**config.mk**
```make
export PLATFORM = sky130hd
export DESIGN_NAME = cs_seq
export DESIGN_NICKNAME = d
export VERILOG_FILES = /design/src/rtl/cs_pkg.sv /design/src/rtl/cs_wait_timer.sv /design/src/rtl/cs_seq.sv
export SDC_FILE = /design/constraint.sdc
export NUM_CORES = 1
export LEC_CHECK = 0
export CORE_AREA = 2 2 51 53
export DETAILED_ROUTE_END_ITERATION = 6
export DIE_AREA = 0 0 53 55
export HOLD_SLACK_MARGIN = 0.15
export PLACE_DENSITY_LB_ADDON = 0.3
export RECOVER_POWER = 100
export SYNTH_ARGS = -nofsm -noshare
export SYNTH_HDL_FRONTEND = slang
export SYNTH_HIERARCHICAL = 1
export SYNTH_SLANG_ARGS = --single-unit
```
**constraint.sdc**
```tcl
create_clock -name clk -period 1.78 [get_ports clk]
set_input_delay 0.356 -clock clk [delete_from_list [all_inputs] [get_ports clk]]
set_output_delay 0.356 -clock clk [all_outputs]
set_load 0.05 [all_outputs]
```
**src/rtl/cs_pkg.sv**
```systemverilog
// Shared definitions for the cs_seq control sequencer: state encoding and default opcodes.
package cs_pkg;

    localparam int STATE_W = 4;

    typedef enum logic [STATE_W-1:0] {
        S_IDLE      = 4'd0,
        S_FETCH     = 4'd1,
        S_DECODE    = 4'd2,
        S_ULA_OP    = 4'd3,
        S_ULA_WAIT  = 4'd4,
        S_STORE_RES = 4'd5,
        S_HALT      = 4'd6
    } state_t;

    localparam logic [3:0] OP_JMP_DEF  = 4'hE;
    localparam logic [3:0] OP_HALT_DEF = 4'hF;

endpackage

```
**src/rtl/cs_wait_timer.sv**
```systemverilog
// Cycle counter for multi-cycle ULA waits; flags the last permitted wait cycle.
module cs_wait_timer
    import cs_pkg::*;
#(
    parameter int WAIT_MAX = 15
) (
    input  logic clk,
    input  logic rst_n,
    input  logic clear,
    input  logic enable,
    output logic expired
);

    localparam int CNT_W = $clog2(WAIT_MAX + 1);
    localparam logic [CNT_W-1:0] CNT_LAST = CNT_W'(WAIT_MAX - 1);
    localparam logic [CNT_W-1:0] CNT_TOP  = CNT_W'(WAIT_MAX);

    logic [CNT_W-1:0] count;

    // Saturates at WAIT_MAX so a stalled enable can never wrap back into range.
    always_ff @(posedge clk or negedge rst_n) begin
        if (!rst_n) begin
            count <= '0;
        end else if (clear) begin
            count <= '0;
        end else if (enable && (count != CNT_TOP)) begin
            count <= count + 1'b1;
        end
    end

    assign expired = (count == CNT_LAST);

endmodule

```
**src/rtl/cs_seq.sv**
```systemverilog
// Instruction sequencer: fetches opcodes from ROM, steps the ULA through single or
// multi-cycle operations, handles jump/halt and a run/stop request.
module cs_seq
    import cs_pkg::*;
#(
    parameter int                       OPCODE_W   = 4,
    parameter logic [2**OPCODE_W-1:0]   MC_OP_MASK = 16'h0000,
    parameter logic [OPCODE_W-1:0]      OP_JMP     = OP_JMP_DEF,
    parameter logic [OPCODE_W-1:0]      OP_HALT    = OP_HALT_DEF,
    parameter int                       WAIT_MAX   = 15
) (
    input  logic                clk,
    input  logic                rst_n,
    input  logic                run,
    input  logic [OPCODE_W-1:0] opcode,
    input  logic                rom_ready,
    input  logic                ula_done,
    output logic [3:0]          state,
    output logic                rom_read,
    output logic                pc_increment,
    output logic                pc_load,
    output logic                gp_read,
    output logic                latch_ula,
    output logic                grab_ula,
    output logic                gp_write,
    output logic [OPCODE_W-1:0] ula_operation,
    output logic                halted,
    output logic                timeout_err
);

    state_t              cur;
    logic [OPCODE_W-1:0] op_q;
    logic                wait_expired;

    cs_wait_timer #(
        .WAIT_MAX (WAIT_MAX)
    ) u_wait_timer (
        .clk     (clk),
        .rst_n   (rst_n),
        .clear   (cur == S_ULA_OP),
        .enable  (cur == S_ULA_WAIT),
        .expired (wait_expired)
    );

    always_ff @(posedge clk or negedge rst_n) begin
        if (!rst_n) begin
            cur         <= S_IDLE;
            op_q        <= '0;
            timeout_err <= 1'b0;
        end else begin
            case (cur)
                S_IDLE: begin
                    if (run) cur <= S_FETCH;
                end
                S_FETCH: begin
                    if (rom_ready) begin
                        op_q <= opcode;
                        cur  <= S_DECODE;
                    end
                end
                S_DECODE: begin
                    if (op_q == OP_HALT)     cur <= S_HALT;
                    else if (op_q == OP_JMP) cur <= run ? S_FETCH : S_IDLE;
                    else                     cur <= S_ULA_OP;
                end
                S_ULA_OP: begin
                    cur <= MC_OP_MASK[op_q] ? S_ULA_WAIT : S_STORE_RES;
                end
                S_ULA_WAIT: begin
                    // A result arriving on the final wait cycle still counts as success.
                    if (ula_done) begin
                        cur <= S_STORE_RES;
                    end else if (wait_expired) begin
                        timeout_err <= 1'b1;
                        cur         <= S_HALT;
                    end
                end
                S_STORE_RES: begin
                    cur <= run ? S_FETCH : S_IDLE;
                end
                S_HALT: begin
                    cur <= S_HALT;
                end
                default: begin
                    cur <= S_IDLE;
                end
            endcase
        end
    end

    assign state         = cur;
    assign ula_operation = op_q;
    assign rom_read      = (cur == S_FETCH);
    assign pc_increment  = (cur == S_FETCH) && rom_ready;
    assign pc_load       = (cur == S_DECODE) && (op_q == OP_JMP) && (op_q != OP_HALT);
    assign gp_read       = (cur == S_ULA_OP);
    assign latch_ula     = (cur == S_ULA_OP);
    assign grab_ula      = (cur == S_STORE_RES);
    assign gp_write      = (cur == S_STORE_RES);
    assign halted        = (cur == S_HALT);

endmodule

```
==> summary.txt <==
Detailed routing
  – Total wire length: 1.81 mm
  – Vias per std cell: 4.77
  – Wl on met1: 786 µm
  – Met3 wire length: 67 µm
  – Wire per inst: 12.8 µm
  – Met2 Routed Length: 939 µm
  – Via count: 672
  – Number of DRC markers after the initial detailed-route iteration: 7
  – Antenna viol nets, final: 0
  – DRC: 0
  – Drt first pass iters: 3
  – DR top layer: met4

Die
  – I/O Pins: 26
  – Initial Utilization: 0.338
  – Rows: 18
  – Die span in x: 53 µm
  – Die span in y: 55 µm
  – Die area: 2920 µm²
  – Floorplan core area: 2360 µm²

CTS
  – TritonCTS Sinks: 12
  – Clock slew seen by the registers of the worst setup and hold paths: 0.08 ns
  – Max Buffers Root-to-Sink: 2
  – CTS root buf: clkbuf_4
  – Clock latency reported for the late side of the worst-skew pair: 0.27 ns
  – Htree depth: 1
  – CTS buffer count: 3
  – CTS Hold Buffers Added: 0
  – CTS tree: yes

Flow run
  – Max Cap Violations: 0

Logic synthesis
  – Synth top area cells: dfrtp_1 (38%), mux2_1 (5.6%), and2_1 (3.9%), buf_4 (3.8%), mux2_4 (3.8%)
  – Synth unique cells: 36
  – Syn nets: 90
  – Yosys warns: 6
  – Synth top area share: 0.376
  – Sequential element share of the synthesized area: 0.376
  – Synth Cell Area: 798 µm²
  – Syn Area/Cell: 10.1 µm²
  – Post-synthesis cell count: 79
  – Largest area contributor in the netlist: dfrtp_1
  – #FFs+latches synth: 12

Setup path
  – Crit-path max FO: 6
  – CP peak stage delay: 0.47 ns
  – Crit path DAT: 1.35 ns
  – Crit. End Element: output port
  – Critical path cell sequence: nor3b_4 > and2_4 > buf_12 > buf_12
  – Crit path max-delay cell type: dfrtp_2
  – Startpoint types: register
  – WP data required: 1.42 ns
  – Critical setup path kind: reg2out
  – Most frequent CP cell: buf_12
  – Reg2reg setup slack: 0.11 ns

Timing
  – RSZ-0062 raised after global routing: false
  – Final Hold Violating Endpoints: 0
  – Slack of the critical path: 0.0759 ns
  – Final setup vio count: 0
  – Max Clk Rate: 587 MHz
  – Max_slew headroom: 0.604
  – Worst Max-Slew Pin Slew: 0.597 ns
  – Count of pins over their slew limit: 0
  – TNS Setup: 0 ns
  – Final Cycle Share: 0.957
  – Clock skew: 0.000946 ns
  – Min Tclk post-route: 1.70 ns

Global routing
  – All-Layer GR Usage: 0.145
  – Initial antenna violation count: 0
  – Vias in the first global route: 701
  – First-pass GRT wire length: 3.04 mm
  – Total grt overflow: 0
  – Largest net degree at the start of global routing: 13

Power and ir drop
  – VDD IR max: 866 µV
  – Leakage power: 0.550 nW
  – PwrDens: 1870 nW/µm²

Placed design
  – Area post-placement: 1190 µm²
  – Pre-CTS WS: 0.0747 ns
  – Hpwl dp: 1.31 mm
  – PortBufs: 24
  – Final GP Congestion: 0.774

Cells and area
  – Area Growth Syn to Fin: 53.9%
  – Share of cells above drive strength 1: 0.396
  – Finished Cell Area: 1230 µm²
  – Layout net count: 123
  – Filler cells: 238
  – # diodes: 0

Hold path
  – Hold WC Path Type: reg2reg

Outcome
  – Status: completed
[critical path: cells and delay by family (launching register included)]
kind,cells,cell delay (ns)
and+or+nand+nor,2,0.36
buffers and inverters,2,0.25
DFF,1,0.47
[cells in the mapped netlist (all sizes together)]
| master | count |
|---|---|
| a311o | 1 |
| nand3 | 1 |
| and4b | 1 |
| conb | 1 |
| clkbuf | 1 |
| a31o | 1 |
| and3 | 3 |
| dfrtp | 12 |
| or4 | 1 |
| inv | 3 |
| nor2b | 4 |
| nor3 | 2 |
| nand2b | 2 |
| nand4 | 1 |
| nor4 | 1 |
| nor2 | 7 |
| a21boi | 1 |
| ha | 2 |
| buf | 6 |
| a311oi | 1 |
| a31oi | 1 |
| a21oi | 2 |
| and2 | 5 |
| a221oi | 1 |
| nor3b | 1 |
| o21ai | 3 |
| a41o | 1 |
| or2 | 1 |
| mux2 | 6 |
| nand2 | 4 |
| mux2i | 2 |
[what timing repair did]
item / CTS / global route
gates resized for setup: 1 / 3
buffers inserted: 6 / 1
pin swaps: 0 / 2
endpoints found under the setup margin: 5 / 2
[where the power goes]
group	total, mW	internal (mW)	switching, mW
logic	1.56	0.704	0.860
registers	0.517	0.376	0.141
clock network	0.220	0.124	0.0959
[cell families (layout without fill, tap and decap cells)]
| kind of cell | Yosys count | after routing | share of synthesized area |
|---|---|---|---|
| fa+ha+maj | 2 | 2 | 0.0313 |
| mux | 8 | 8 | 0.119 |
| other cells | 1 | 1 | 0.00470 |
| buf+inv | 10 | 42 | 0.0846 |
| compound gates | 12 | 12 | 0.111 |
| simple gates | 34 | 34 | 0.273 |
| flops | 12 | 12 | 0.376 |
[worst paths after layout]
check	from	depth (start not counted)	end
max in group asynchronous	rst_n	1	state[2]
worst min-delay path	timeout_err	1	timeout_err
min in group asynchronous	rst_n	1	ula_operation[1]
worst max-delay path	state[1]	4	pc_increment
worst min register to register	timeout_err	1	timeout_err
worst max register to register	u_wait_timer/count[0]	6	state[1]
[final cells by class]
cell class | instances | area, µm² | share of cell area
Clock buffer | 4 | 36.3 | 0.0295
Multi-Input combinational cell | 57 | 464 | 0.378
Sequential cell | 12 | 304 | 0.247
Tap cell | 30 | 37.5 | 0.0305
Timing Repair Buffer | 35 | 375 | 0.305
Inverter | 3 | 11.3 | 0.00916
[metal layers]
metal | track usage | up-vias
met5 | 0 | -
met4 | 0.0641 | 0
met3 | 0.0242 | 2
met2 | 0.256 | 12
met1 | 0.174 | 318
li1 | - | 340
[cells in the final DEF (no fill, tap or decap), types with 3 or more instances in the layout]
master           instances
clkdlybuf4s50_1          7
buf_12                  10
nor2_1                   6
o21ai_0                  3
mux2_4                   5
inv_1                    3
nand2_1                  4
clkbuf_2                 4
clkbuf_4                 3
buf_4                    5
dfrtp_2                  3
dfrtp_1                  9
clkbuf_1                 6
[state kept, by name, indices dropped and copies added (netlist names)]
signal / cells
timeout_err: 1
u_wait_timer/count: 4
state: 3
ula_operation: 4
[stage by stage]
step / utilization / power [mW] / instances / hold slack [ns]
floorplan: - / 1.56 / 79 / 0.0604
global placement: 0.502 / 2.07 / 130 / 0.456
detailed placement: 0.502 / 2.08 / 130 / 0.462
CTS: 0.536 / 2.40 / 140 / 0.457
global route: 0.520 / 2.45 / 141 / 0.506
finish: 0.520 / 2.30 / 141 / 0.481
No activity file was read; power rests on OpenSTA's default activity.
